===== config.mk =====
export PLATFORM = sky130hd
export DESIGN_NAME = vx_ttu_ctrl_flat
export DESIGN_NICKNAME = d
export VERILOG_FILES = /design/src/rtl/vx_ttu_ctrl_pkg.sv /design/src/rtl/vx_ttu_ctrl_if.sv /design/src/rtl/vx_ttu_ctrl_lzc.sv /design/src/rtl/vx_ttu_ctrl.sv /design/src/flat_wrapper.sv
export SDC_FILE = /design/constraint.sdc
export NUM_CORES = 1
export LEC_CHECK = 0
export CAP_MARGIN = 20
export CORE_ASPECT_RATIO = 0.9
export CORE_MARGIN = 8
export CORE_UTILIZATION = 44
export DETAILED_ROUTE_END_ITERATION = 10
export MAX_ROUTING_LAYER = met4
export PLACE_DENSITY_LB_ADDON = 0.08
export SLEW_MARGIN = 10
export SYNTH_ARGS = -nofsm -noshare
export SYNTH_HDL_FRONTEND = slang
export SYNTH_SLANG_ARGS = --single-unit

===== constraint.sdc =====
create_clock -name clk -period 2.3 [get_ports clk]
set_input_delay 0.23 -clock clk [delete_from_list [all_inputs] [get_ports clk]]
set_output_delay 0.23 -clock clk [all_outputs]
set_load 0.005 [all_outputs]

===== src/rtl/vx_ttu_ctrl_pkg.sv =====
// vx_ttu_ctrl_pkg: shared TTU state encoding and warp-wrap helper
package vx_ttu_ctrl_pkg;
    typedef enum logic [2:0] {
        IDLE    = 3'd0,
        DRAIN   = 3'd1,
        SWAP    = 3'd2,
        RUN     = 3'd3,
        RESTORE = 3'd4,
        ABORT   = 3'd5
    } ttu_state_e;

    function automatic int next_warp(input int w, input int n);
        return (w + 1 >= n) ? 0 : w + 1;
    endfunction
endpackage


===== src/rtl/vx_ttu_ctrl_if.sv =====
// vx_ttu_ctrl_if: TTU master/slave link (state, ISR_PC, wid, tid, saved context out; drain/thread status and ISR_done in)
interface vx_ttu_ctrl_if #(
    parameter int XLEN        = 32,
    parameter int NUM_THREADS = 4,
    parameter int NW_WIDTH    = 2,
    parameter int NT_WIDTH    = 2
);
    import vx_ttu_ctrl_pkg::*;
    ttu_state_e             state;
    logic [XLEN-1:0]        ISR_PC;
    logic [NW_WIDTH-1:0]    wid;
    logic [NT_WIDTH-1:0]    tid;
    logic                   pipeline_drained;
    logic                   thread_found;
    logic [NUM_THREADS-1:0] current_thread_mask;
    logic [XLEN-1:0]        current_PC;
    logic                   ISR_done;
    logic [NUM_THREADS-1:0] interrupted_thread_mask;
    logic [XLEN-1:0]        interrupted_PC;

    modport master (
        output state, ISR_PC, wid, tid, interrupted_thread_mask, interrupted_PC,
        input  pipeline_drained, thread_found, current_thread_mask, current_PC, ISR_done
    );
    modport slave (
        input  state, ISR_PC, wid, tid, interrupted_thread_mask, interrupted_PC,
        output pipeline_drained, thread_found, current_thread_mask, current_PC, ISR_done
    );
endinterface


===== src/rtl/vx_ttu_ctrl_lzc.sv =====
// vx_ttu_ctrl_lzc: lowest-set-bit index encoder (in -> idx, valid when any bit set)
module vx_ttu_ctrl_lzc #(
    parameter int N = 4,
    parameter int W = (N > 1) ? $clog2(N) : 1
) (
    input  logic [N-1:0] in,
    output logic [W-1:0] idx,
    output logic         valid
);
    // Scan from the top so the lowest set bit is the last (winning) write.
    always_comb begin
        idx = '0;
        for (int i = N - 1; i >= 0; i--)
            if (in[i]) idx = W'(i);
    end

    assign valid = |in;
endmodule


===== src/rtl/vx_ttu_ctrl.sv =====
// vx_ttu_ctrl: TTU master controller -- accepts an ISR request, finds and drains a victim warp, swaps in the ISR, restores context
// Ports: clk, reset_n (async, active-low); irq_valid/irq_isr_pc/irq_ready request handshake;
//        irq_done / irq_err one-cycle result pulses; ttu master modport towards the scheduler slave.
module vx_ttu_ctrl
    import vx_ttu_ctrl_pkg::*;
#(
    parameter int XLEN          = 32,
    parameter int NUM_WARPS     = 4,
    parameter int NUM_THREADS   = 4,
    parameter int DRAIN_TIMEOUT = 1024,
    parameter int CNT_W         = 11,
    parameter int NW_WIDTH      = (NUM_WARPS > 1) ? $clog2(NUM_WARPS) : 1,
    parameter int NT_WIDTH      = (NUM_THREADS > 1) ? $clog2(NUM_THREADS) : 1
) (
    input  logic            clk,
    input  logic            reset_n,
    input  logic            irq_valid,
    input  logic [XLEN-1:0] irq_isr_pc,
    output logic            irq_ready,
    output logic            irq_done,
    output logic            irq_err,
    vx_ttu_ctrl_if.master   ttu
);
    ttu_state_e             state_q, state_d;
    logic [XLEN-1:0]        isr_pc_q, isr_pc_d;
    logic [NW_WIDTH-1:0]    wid_q, wid_d;
    logic [NT_WIDTH-1:0]    tid_q, tid_d;
    logic [NUM_THREADS-1:0] mask_q, mask_d;
    logic [XLEN-1:0]        pc_q, pc_d;
    logic [NW_WIDTH-1:0]    rr_q, rr_d;
    logic [NW_WIDTH-1:0]    att_q, att_d;
    logic [CNT_W-1:0]       cnt_q, cnt_d;

    logic [NT_WIDTH-1:0]    low_idx;
    logic                   low_valid;
    logic                   hit, miss, last, timeout;
    logic [NW_WIDTH-1:0]    wid_nxt;

    vx_ttu_ctrl_lzc #(.N(NUM_THREADS), .W(NT_WIDTH)) u_lzc (
        .in    (ttu.current_thread_mask),
        .idx   (low_idx),
        .valid (low_valid)
    );

    // An all-zero mask with thread_found is a miss, so hit also needs a set bit.
    assign hit     = ttu.pipeline_drained & ttu.thread_found & low_valid;
    assign miss    = ttu.pipeline_drained & ~hit;
    assign last    = att_q == NW_WIDTH'(NUM_WARPS - 1);
    assign timeout = cnt_q == CNT_W'(DRAIN_TIMEOUT - 1);
    assign wid_nxt = NW_WIDTH'(next_warp(int'(wid_q), NUM_WARPS));

    always_ff @(posedge clk or negedge reset_n) begin
        if (!reset_n) begin
            state_q  <= IDLE;
            isr_pc_q <= '0;
            wid_q    <= '0;
            tid_q    <= '0;
            mask_q   <= '0;
            pc_q     <= '0;
            rr_q     <= '0;
            att_q    <= '0;
            cnt_q    <= '0;
        end else begin
            state_q  <= state_d;
            isr_pc_q <= isr_pc_d;
            wid_q    <= wid_d;
            tid_q    <= tid_d;
            mask_q   <= mask_d;
            pc_q     <= pc_d;
            rr_q     <= rr_d;
            att_q    <= att_d;
            cnt_q    <= cnt_d;
        end
    end

    always_comb begin
        state_d = IDLE;
        case (state_q)
            IDLE:    state_d = irq_valid ? DRAIN : IDLE;
            DRAIN:   state_d = hit  ? SWAP :
                               miss ? (last ? ABORT : DRAIN) :
                               timeout ? ABORT : DRAIN;
            SWAP:    state_d = RUN;
            RUN:     state_d = ttu.ISR_done ? RESTORE : RUN;
            RESTORE: state_d = IDLE;
            ABORT:   state_d = IDLE;
            default: state_d = IDLE;
        endcase
    end

    always_comb begin
        isr_pc_d = isr_pc_q;
        wid_d    = wid_q;
        tid_d    = tid_q;
        mask_d   = mask_q;
        pc_d     = pc_q;
        rr_d     = rr_q;
        att_d    = att_q;
        cnt_d    = cnt_q;
        if (state_q == IDLE && irq_valid) begin
            isr_pc_d = irq_isr_pc;
            wid_d    = rr_q;
            att_d    = '0;
            cnt_d    = '0;
        end
        if (state_q == DRAIN) begin
            cnt_d = cnt_q + CNT_W'(1);
            if (hit) begin
                mask_d = ttu.current_thread_mask;
                pc_d   = ttu.current_PC;
                tid_d  = low_idx;
            end else if (miss && !last) begin
                wid_d = wid_nxt;
                att_d = att_q + NW_WIDTH'(1);
                cnt_d = '0;
            end
        end
        if (state_q == RESTORE) rr_d = wid_nxt;
    end

    // irq_ready is gated by reset_n so every output reads 0 while reset is held.
    always_comb begin
        irq_ready = reset_n & (state_q == IDLE);
        irq_done  = state_q == RESTORE;
        irq_err   = state_q == ABORT;
    end

    assign ttu.state                   = state_q;
    assign ttu.ISR_PC                  = isr_pc_q;
    assign ttu.wid                     = wid_q;
    assign ttu.tid                     = tid_q;
    assign ttu.interrupted_thread_mask = mask_q;
    assign ttu.interrupted_PC          = pc_q;
endmodule


===== src/flat_wrapper.sv =====
// flat-port wrapper written by rule: the top's interface ports become plain ports
module vx_ttu_ctrl_flat import vx_ttu_ctrl_pkg::*;
#(
    parameter int XLEN          = 32,
    parameter int NUM_WARPS     = 4,
    parameter int NUM_THREADS   = 4,
    parameter int DRAIN_TIMEOUT = 1024,
    parameter int CNT_W         = 11,
    parameter int NW_WIDTH      = (NUM_WARPS > 1) ? $clog2(NUM_WARPS) : 1,
    parameter int NT_WIDTH      = (NUM_THREADS > 1) ? $clog2(NUM_THREADS) : 1
)
  (clk, reset_n, irq_valid, irq_isr_pc, irq_ready, irq_done, irq_err, ttu_state, ttu_ISR_PC, ttu_wid, ttu_tid, ttu_interrupted_thread_mask, ttu_interrupted_PC, ttu_pipeline_drained, ttu_thread_found, ttu_current_thread_mask, ttu_current_PC, ttu_ISR_done);
  vx_ttu_ctrl_if #(.XLEN(XLEN), .NUM_THREADS(NUM_THREADS), .NW_WIDTH(NW_WIDTH), .NT_WIDTH(NT_WIDTH)) ttu_i ();
  input  logic clk;
  input  logic reset_n;
  input  logic irq_valid;
  input  logic [XLEN-1:0] irq_isr_pc;
  output logic irq_ready;
  output logic irq_done;
  output logic irq_err;
  output wire logic [$bits(ttu_i.state)-1:0] ttu_state;
  output wire logic [$bits(ttu_i.ISR_PC)-1:0] ttu_ISR_PC;
  output wire logic [$bits(ttu_i.wid)-1:0] ttu_wid;
  output wire logic [$bits(ttu_i.tid)-1:0] ttu_tid;
  output wire logic [$bits(ttu_i.interrupted_thread_mask)-1:0] ttu_interrupted_thread_mask;
  output wire logic [$bits(ttu_i.interrupted_PC)-1:0] ttu_interrupted_PC;
  input wire logic [$bits(ttu_i.pipeline_drained)-1:0] ttu_pipeline_drained;
  input wire logic [$bits(ttu_i.thread_found)-1:0] ttu_thread_found;
  input wire logic [$bits(ttu_i.current_thread_mask)-1:0] ttu_current_thread_mask;
  input wire logic [$bits(ttu_i.current_PC)-1:0] ttu_current_PC;
  input wire logic [$bits(ttu_i.ISR_done)-1:0] ttu_ISR_done;
  assign ttu_state = ttu_i.state;
  assign ttu_ISR_PC = ttu_i.ISR_PC;
  assign ttu_wid = ttu_i.wid;
  assign ttu_tid = ttu_i.tid;
  assign ttu_interrupted_thread_mask = ttu_i.interrupted_thread_mask;
  assign ttu_interrupted_PC = ttu_i.interrupted_PC;
  assign ttu_i.pipeline_drained = ttu_pipeline_drained;
  assign ttu_i.thread_found = ttu_thread_found;
  assign ttu_i.current_thread_mask = ttu_current_thread_mask;
  assign ttu_i.current_PC = ttu_current_PC;
  assign ttu_i.ISR_done = ttu_ISR_done;
  vx_ttu_ctrl #(.XLEN(XLEN), .NUM_WARPS(NUM_WARPS), .NUM_THREADS(NUM_THREADS), .DRAIN_TIMEOUT(DRAIN_TIMEOUT), .CNT_W(CNT_W), .NW_WIDTH(NW_WIDTH), .NT_WIDTH(NT_WIDTH)) u_core (.clk(clk), .reset_n(reset_n), .irq_valid(irq_valid), .irq_isr_pc(irq_isr_pc), .irq_ready(irq_ready), .irq_done(irq_done), .irq_err(irq_err), .ttu(ttu_i));
endmodule

**Word-level counts from Yosys, hierarchy flattened**

Index checks and enable logic that the tools add are counted.

- $add $sub $neg: 3
- $lt $le $gt $ge: 1
- Equal/unequal tests: 7
- Muxes and demuxes: 24
- Bitwise operators: 5
- Reductions and logical operators: 7

Operators by type and width:

| kind | number |
|---|---|
| 11-bit 2-to-1 mux | 4 |
| 2-bit 2-to-1 mux | 13 |
| 3-bit 2-to-1 mux | 5 |
| 3-bit one-hot mux with 4 select lines | 1 |
| 11-bit by 1-bit adder with 11-bit output (second input constant) | 1 |
| 11-bit by 10-bit equality test with 1-bit output (second input constant) | 1 |
| 3-bit by 2-bit equality test with 1-bit output (second input constant) | 2 |
| 3-bit equality test (second input constant) | 2 |
| 1-bit bitwise AND | 4 |
| 4-bit OR reduction | 1 |
| 2-bit by 1-bit adder with 3-bit output (second input constant) | 1 |
| 3-bit by 1-bit equality test with 1-bit output (second input constant) | 1 |
| 3-bit >= comparator (second input constant) | 1 |
| 3-bit zero test | 1 |
| 2-bit by 1-bit adder with 2-bit output (second input constant) | 1 |
| 2-bit equality test (second input constant) | 1 |
| 1-bit logical AND | 2 |
| 2-bit AND reduction | 1 |
| 2-bit nonzero test | 1 |
| 1-bit zero test | 1 |
| 1-bit 2-to-1 mux | 1 |
| 1-bit NOT | 1 |

- Register bits: 90
- Bits of input ports: 74
- Output and inout bits: 78
- Word-level logic and storage cells: 56

**Logic depth before layout (Yosys ltp)**

Gate-level depths: netlist of run 1.

- Depth in word-level cells: 8
- Gate-level depth with buffers: 7

**By module**

A second synthesis of run 1 with hierarchy kept.

- Cells, all modules: 267
- Area, all modules: 3731.1 µm²

Modules (own cells, without submodules):

| module | instances | cells each | area each (µm²) | sequential area each (µm²) |
|---|---|---|---|---|
| vx_ttu_ctrl | 1 | 260 | 3696.0 | 2252.2 |
| vx_ttu_ctrl_lzc | 1 | 7 | 35.0 | 0.0 |

**Worst setup path after synthesis of run 1**

Ideal clock, no wire load.

- Kind: reg-to-reg
- Start: reg u_core.state_q[1], in the netlist u_core.ttu.state[1]
- End: reg u_core.pc_q[10], in the netlist u_core.ttu.interrupted_PC[10]
- Library setup time: 0.125 ns
- Arrival time: 1.831 ns
- Required time: 2.175 ns
- Setup slack: 0.344 ns
- Stages on the path, launching flop included: 7
- Period minus slack after synthesis: 1.956 ns
- Cells stage by stage: dfrtp_1 clkbuf_1 or3b_4 or3_1 buf_6 buf_12 mux2_4

- Word-level cells in the longest chain between the ends: 2

RTL lines:

| item | RTL line | RTL |
|---|---|---|
| start: declaration | vx_ttu_ctrl.sv:24 | `ttu_state_e state_q, state_d;` |
| start signal: assignment | vx_ttu_ctrl.sv:64 | `state_q <= state_d;` |
| 3-bit by 1-bit equality test with 1-bit output | vx_ttu_ctrl.sv:106 | `if (state_q == DRAIN) begin` |
| 2-bit AND reduction (no source line) | -- |  |
| end signal: assignment | vx_ttu_ctrl.sv:69 | `pc_q <= pc_d;` |
| end: declaration | vx_ttu_ctrl.sv:29 | `logic [XLEN-1:0] pc_q, pc_d;` |

No other way between the ends.
A chain may end at the register's enable or synchronous reset.

**Worst setup path after layout of run 1**

- Start: reg u_core.state_q[0], in the netlist u_core.ttu.state[0]
- End: out irq_ready

- Word-level cells in the longest chain between the ends: 2

RTL lines:

| item | RTL line | RTL |
|---|---|---|
| 3-bit zero test | vx_ttu_ctrl.sv:123 | `irq_ready = reset_n & (state_q == IDLE);` |
| 1-bit bitwise AND | vx_ttu_ctrl.sv:123 |  |
| end: declaration | flat_wrapper.sv:18 | `output logic irq_ready;` |

No other way between the ends.

==> results of run 1 <==
[cell usage in the layout (no fill, tap or decap), types with 2 or more instances in the layout]
cell,synthesis,layout
nand2b_1,3,3
bufinv_16,0,3
mux2_2,4,4
nand2_1,109,109
o21ai_0,4,4
nor3_1,5,4
nor4_1,5,5
nand3_1,6,6
a21oi_1,6,6
dfrtp_1,90,90
and2_1,2,2
mux2_4,34,34
or2_2,2,2
nand4_1,2,2
ha_1,3,3
buf_4,0,9
inv_1,6,6
clkbuf_8,0,9
a31oi_1,5,5
xnor2_1,5,5
nand3b_1,2,2
o41ai_2,2,2
clkdlybuf4s50_1,0,150
clkbuf_1,9,2
nor2_1,12,12
[area by class of cell]
class,instances,area (µm²)
Clock buffer,11,131
Clock inverter,5,103
Fill cell,661,2810
Inverter,6,22.5
Multi-Input combinational cell,222,1460
Sequential cell,90,2250
Tap cell,119,149
Timing Repair Buffer,161,1600
[what timing repair did]
| item | in CTS | in global routing |
|---|---|---|
| gates resized for setup | 0 | 1 |
| endpoints found under the setup margin | 0 | 1 |
| endpoints found under the hold margin | 19 | 0 |
| hold buffers | 1 | 0 |
[metal layers]
layer / vias up / wire length, µm / track usage [%]
met4: 0 / 82 / 5.41
li1: 1422 / - / -
met1: 1407 / 4310 / 21.2
met3: 7 / 741 / 5.52
met2: 114 / 4340 / 25.1
met5: - / 0 / -
[stage by stage]
stage          cells  util [%]
2_1_floorplan    332         -
3_3_place_gp     597      64.1
3_5_place_dp     597      64.1
4_1_cts          614      67.0
5_1_grt          614      67.1
6_report         614      67.1
[sequential cells by signal (all words and copies together), names as in the netlist]
register / flops
u_core.ttu.ISR_PC: 32
u_core.ttu.interrupted_PC: 32
u_core.cnt_q: 11
u_core.ttu.interrupted_thread_mask: 4
u_core.ttu.state: 3
u_core.att_q: 2
u_core.rr_q: 2
u_core.ttu.tid: 2
u_core.ttu.wid: 2
[cell usage after synthesis]
master    instances
nand2_1         109
dfrtp_1          90
mux2_4           34
nor2_1           12
clkbuf_1          9
a21oi_1           6
inv_1             6
nand3_1           6
a31oi_1           5
nor3_1            5
nor4_1            5
xnor2_1           5
mux2_2            4
o21ai_0           4
buf_12            3
ha_1              3
nand2b_1          3
and2_1            2
buf_6             2
nand3b_1          2
nand4_1           2
o41ai_2           2
or2_2             2
a21oi_2           1
a22o_1            1
a32o_1            1
a41oi_1           1
mux2i_1           1
nor2b_1           1
nor3b_1           1
o221ai_1          1
o31ai_1           1
or3_1             1
or3b_4            1
[critical path, cell delays in order (launching register included)]
cell and delay [ns]:
dfrtp_1 0.38, buf_4 0.16, nor3_1 0.27, and2_1 0.17, clkdlybuf4s50_1 0.52
[how the worst max path moves through the flow]
stage                                           from                            end  slack, ns  cells after the start
final                            u_core.ttu.state[0]                      irq_ready       0.22                      4
after global routing             u_core.ttu.state[0]                      irq_ready       0.11                      4
after CTS                        u_core.ttu.state[2]                       irq_done       0.10                      3
after detailed placement  ttu_current_thread_mask[0]   u_core.ttu.interrupted_PC[0]       0.17                      5
after global placement    ttu_current_thread_mask[0]   u_core.ttu.interrupted_PC[0]       0.22                      5
after floorplan                  u_core.ttu.state[1]  u_core.ttu.interrupted_PC[10]       0.34                      6
[where the power goes]
group	switching [µW]	internal [µW]
registers	411	2280
clock network	546	721
logic	1110	1990
[logic make-up after synthesis]
family | count (synthesis) | share of synthesized area (%)
buffers and inverters | 20 | 3.61
adder cells (fa/ha/maj) | 3 | 0.976
multiplexers | 39 | 14.7
AO/OA/AOI/OAI | 23 | 4.33
XOR/XNOR | 5 | 1.14
flip-flops | 90 | 58.5
AND/OR/NAND/NOR | 152 | 16.7
==> impl_results.md, run 1 <==
* CTS tree: yes
* Setup Skew at ~0.0074 ns
* Register area share after synthesis at between 50% and 60%
* CTS HTree Levels at 3
* Crit path required time at between 2 and 2.5 ns
* Synth warnings at 0
* Unrepaired setup endpoints after global routing: false
* Die H at roughly 100 µm
* Post-Route Setup TNS at 0 ns
* Final Cycle Share at about nine tenths
* Slack of the worst reg-to-reg path at 0.26 ns
* Final setup margin at ~0.22 ns
* Worst-Skew Late Latency at between 0.3 and 0.4 ns
* Hold Slack at roughly 0.30 ns
* Worst slew margin at between 60% and 70%
* CTS sink count at 90
* Worst slew pin tran at about 0.57 ns
* Detailed Routing Iterations Pass 1 at 5
* I/O pin cnt at approximately 150
* Vias in the first global route at between 3000 and 4000
* Mapped Cells at between 300 and 400
* Initial antenna violation count at 0
* Via count at ~3000
* Syn Area/Cell at 11.6 µm²
* Routed WL at between 9000 and 10000 µm
* DRT antenna net count at 0
* Initial Util at between 40 and 50%
* Power Dens Cells at about 1200 nW/µm²
* Largest net degree at the start of global routing at between 40 and 50
* Reg2reg path depth at 4
* Row count at 32
* Diodes inserted at 0
* Buffers on Ports at between 150 and 200
* Nets at 567
* CP Launch Type: register
* Setup repair bufs after CTS at 0
* Detailed-route DRC error count at 0
* Setup Crit Path Kind: reg -> out
* MaxCap Viol Count at 0
* Ranking of synthesized cells by area: dfrtp_1 (59%), mux2_4 (13%), nand2_1 (11%)
* Wirelength per Cell at around 15 µm
* CP Capture Type: primary output
* First-pass GRT wire length at about 16000 µm
* DR vias/cell at roughly 4.8
* Power Total at about 7100 µW
* Syn_nets at a little over 400
* Post-synth top area cell: dfrtp_1
* GRT overflow at 0
* Clock transition at the registers of the reported paths at 0.08 ns
* Synthesized area at 3850 µm²
* Die area at roughly 12000 µm²
* Placed cell area at approximately 5500 µm²
* Worst slack at placement at between 0.15 and 0.2 ns
* Post-synth top area share at between 50% and 60%
* Final worst path period need at 2.08 ns
* Core Region at between 8000 and 9000 µm²
* FF+latch count, synth at 90
* Synth cell types at 34
* Largest buffer count on any clock path at 2
* 1st-iter DRT viols at between 100 and 150
* Fmax at around 480 MHz
* Global Route Usage Sum at around 17%
* Fin. Hold Viols at 0
* Tightest Hold Check Type: in -> async
* Arrival @ worst endpoint at between 1.5 and 2 ns
* CTS Buf Count at 9
* Leakage at around 0.0027 µW
* Final setup vio count at 0
* Status: completed
* Pins Over Slew Limit at 0
* Area grow syn2layout at 48.7%
* GPL Wtd Cong at around 0.74
* Share of layout cells above drive strength 1 at roughly 14%
* Post-route cell area at around 5700 µm²
* DPL Wire Length at roughly 7000 µm
* CTS Root Cell: clkbuf_8
* R2R Path Start: u_core.ttu.state[2]
* R2r endpoint: u_core.ttu.interrupted_PC[10]
* Worst VDD drop at about 0.60 mV
* DIE WIDTH at 115 µm
* CP Max Fanout at 8
No activity file was read; power rests on OpenSTA's default activity.
==> run 2, diff against run 1 <==
--- a/config.mk
+++ b/config.mk
@@ -5,7 +5,6 @@
 export SDC_FILE = /design/constraint.sdc
 export NUM_CORES = 1
 export LEC_CHECK = 0
-export CAP_MARGIN = 20
 export CORE_ASPECT_RATIO = 0.9
 export CORE_MARGIN = 8
 export CORE_UTILIZATION = 44
==> results of run 2 <==
Same layout as run 1: the final DEF is identical, and so are final timing and power.
==> run 3, diff against run 2 <==
--- a/config.mk
+++ b/config.mk
@@ -7,7 +7,7 @@
 export LEC_CHECK = 0
 export CORE_ASPECT_RATIO = 0.9
 export CORE_MARGIN = 8
-export CORE_UTILIZATION = 44
+export CORE_UTILIZATION = 35
 export DETAILED_ROUTE_END_ITERATION = 10
 export MAX_ROUTING_LAYER = met4
 export PLACE_DENSITY_LB_ADDON = 0.08
==> run 3 against run 2 <==
The flow now finishes with violations (hold timing). Maximum frequency up 1.9%. Power up 2.0%. Flip-flop and latch count did not move. Register-to-register slack about the same. Clock skew shrank 0.0034 ns. Hold slack worse by 0.32 ns. Clock-buffer cell count increased by 2. Setup slack improved by 0.038 ns. Design area grew 1.0%. Clock power grew 11%. Sequential power is essentially flat. Sequential share of layout area shrank 0.40 points. Critical endpoint unchanged. Largest power group unchanged.
==> impl_results.md, run 3 (same netlist as run 1, synthesis figures left out) <==
* Crit path required time at 2.07 ns (about the same)
* Worst slew margin at 66.5% (was 61.7%)
* Worst slew pin tran at 0.498 ns (was 0.574 ns)
* Detailed-route DRC error count at 0 (unchanged)
* Setup Crit Path Kind: reg -> out (unchanged)
* Fin. Hold Viols at 31 (was 0)
* Combinational power share at 42.9% (was 43.9%)
* Post-Route Setup TNS at 0 ns (unchanged)
* Clock power frac at 19.6% (was 17.9%)
* Die H at 115 µm (was 105 µm)
* Tightest Hold Check Type: in -> async (unchanged)
* Core Region at 10800 µm² (was 8530 µm²)
* Sw frac at 28.9% (was 29.3%)
* Seq pwr share at 37.5% (was 38.2%)
* CTS Root Cell: clkbuf_16 (was clkbuf_8)
* Internal Pwr Total at 5120 µW (was 5000 µW)
* DIE WIDTH at 127 µm (was 115 µm)
* Row count at 36 (was 32)
* DPL Wire Length at 6990 µm (was 7020 µm)
* Die area at 14600 µm² (was 12000 µm²)
* Setup Skew at 0.00396 ns (was 0.00737 ns)
* Final setup vio count at 0 (unchanged)
* GPL Wtd Cong at 0.698 (was 0.740)
* Unrepaired setup endpoints after global routing: false (unchanged)
* CP Launch Type: register (unchanged)
* Largest net degree at the start of global routing at 91 (was 47)
* CP Capture Type: primary output (unchanged)
* Vias in the first global route at 2934 (was 3159)
* Worst-Skew Late Latency at 0.33 ns (was 0.35 ns)
* Status: finished, violations left (was completed)
* Pins Over Slew Limit at 0 (unchanged)
* MaxCap Viol Count at 0 (unchanged)
* Final worst path period need at 2.04 ns (was 2.08 ns)
* CTS Buf Count at 9 (unchanged)
* Final Cycle Share at 88.9% (was 90.5%)
* GRT overflow at 0 (unchanged)
* Arrival @ worst endpoint at 1.81 ns (was 1.85 ns)
* Commonest non-fill, non-tap cell in the layout: clkdlybuf4s50_1 (unchanged)
* Worst VDD drop at 0.524 mV (was 0.600 mV)
* Nets at 565 (was 567)
* Violated checks: hold timing
* Initial Util at 35.7% (was 45.1%)
* Global Route Usage Sum at 13.9% (was 16.9%)
* Area grow syn2layout at 50.2% (was 48.7%)
* Net load switching power at 2090 µW (was 2070 µW)
* CTS Hold Bufs at 0 (was 1)
* Initial antenna violation count at 0 (unchanged)
* CTS HTree Levels at 3 (unchanged)
* CTS tree: yes (unchanged)
* Power Dens Cells at 1250 nW/µm² (was 1240 nW/µm²)
* Buffers on Ports at 151 (unchanged)
* Leakage at 0.00269 µW (was 0.00267 µW)
* DR vias/cell at 4.56 (was 4.80)
* CP Max Fanout at 8 (unchanged)
* First-pass GRT wire length at 15500 µm (was 15700 µm)
* Via count at 2853 (was 2950)
* Largest buffer count on any clock path at 2 (unchanged)
* I/O pin cnt at 152 (unchanged)
* Most frequent cells in the layout: clkdlybuf4s50_1 (150), nand2_1 (109), dfrtp_1 (90) (unchanged)
* Share of layout cells above drive strength 1 at 13.6% (was 14.1%)
* Diodes inserted at 0 (unchanged)
* Detailed Routing Iterations Pass 1 at 4 (was 5)
* Fmax at 489 MHz (was 480 MHz)
* DRT antenna net count at 0 (unchanged)
* Routed WL at 9660 µm (was 9480 µm)
* 1st-iter DRT viols at 135 (was 111)
* CTS sink count at 90 (unchanged)
* Hold Slack at -0.0212 ns (was 0.297 ns)
* Wirelength per Cell at 15.4 µm (about the same)
* Clock transition at the registers of the reported paths at 0.06 ns (was 0.08 ns)
-- run 3: final timing paths --
path / slack [ns] / from / to / depth (start not counted)
worst max-delay path: 0.26 / u_core.ttu.state[0] / irq_ready / 4
worst min-delay path: -0.02 / reset_n / u_core.ttu.interrupted_PC[5] / 2
worst max register to register: 0.26 / u_core.ttu.state[2] / u_core.ttu.interrupted_PC[9] / 4
worst min register to register: 0.47 / u_core.ttu.ISR_PC[7] / u_core.ttu.ISR_PC[7] / 2
max in group asynchronous: 1.94 / reset_n / u_core.ttu.interrupted_PC[10] / 2
min in group clk: 0.42 / irq_isr_pc[19] / u_core.ttu.ISR_PC[19] / 3
-- run 3: per-stage QoR --
| stage | cells | util [%] | area, µm² | setup WS, ns | power, µW |
|---|---|---|---|---|---|
| final | 626 | 53.7 | 5780 | 0.255 | 7210 |
| after global routing | 626 | 53.7 | 5780 | 0.134 | 7730 |
| after CTS | 626 | 53.6 | 5770 | 0.0961 | 7350 |
| after detailed placement | 610 | 51.0 | 5490 | 0.172 | 5870 |
| after global placement | 610 | 51.0 | 5490 | 0.197 | 5800 |
| after floorplan | 332 | - | 3850 | 0.344 | 4070 |
-- run 3: layout make-up --
cell class	instances	area [µm²]
Multi-Input combinational cell	222	1460
Fill cell	967	4990
Clock inverter	3	40.0
Tap cell	133	166
Clock buffer	13	240
Sequential cell	90	2250
Timing Repair Buffer	159	1590
Inverter	6	22.5
-- run 3: layer usage --
metal | global-route usage, % | part of all wire [%] | vias to the layer above
met5 | - | 0 | -
met4 | 4.08 | 1.1 | 0
met3 | 4.83 | 7.0 | 11
met2 | 20.2 | 43 | 99
met1 | 18.0 | 49 | 1329
li1 | - | - | 1414
-- run 3: what timing repair did --
item / in CTS / in global routing
resized for setup: 0 / 1
setup buffers: 0 / 0
setup endpoints to repair: 0 / 1
-- run 3: power by group through the flow --
stage | Combinational (µW) | Clock (µW) | Sequential, µW
global route | 3380 | 1550 | 2810
global placement | 3090 | 0 | 2710
floorplan | 1320 | 0 | 2750
detailed placement | 3140 | 0 | 2730
CTS | 3150 | 1480 | 2720
finish | 3090 | 1410 | 2710
-- run 3: worst max-delay path, stage by stage, from the launching register on --
cell	delay, ns
dfrtp_1	0.37
buf_4	0.16
nor3_1	0.25
and2_1	0.18
clkdlybuf4s50_1	0.52
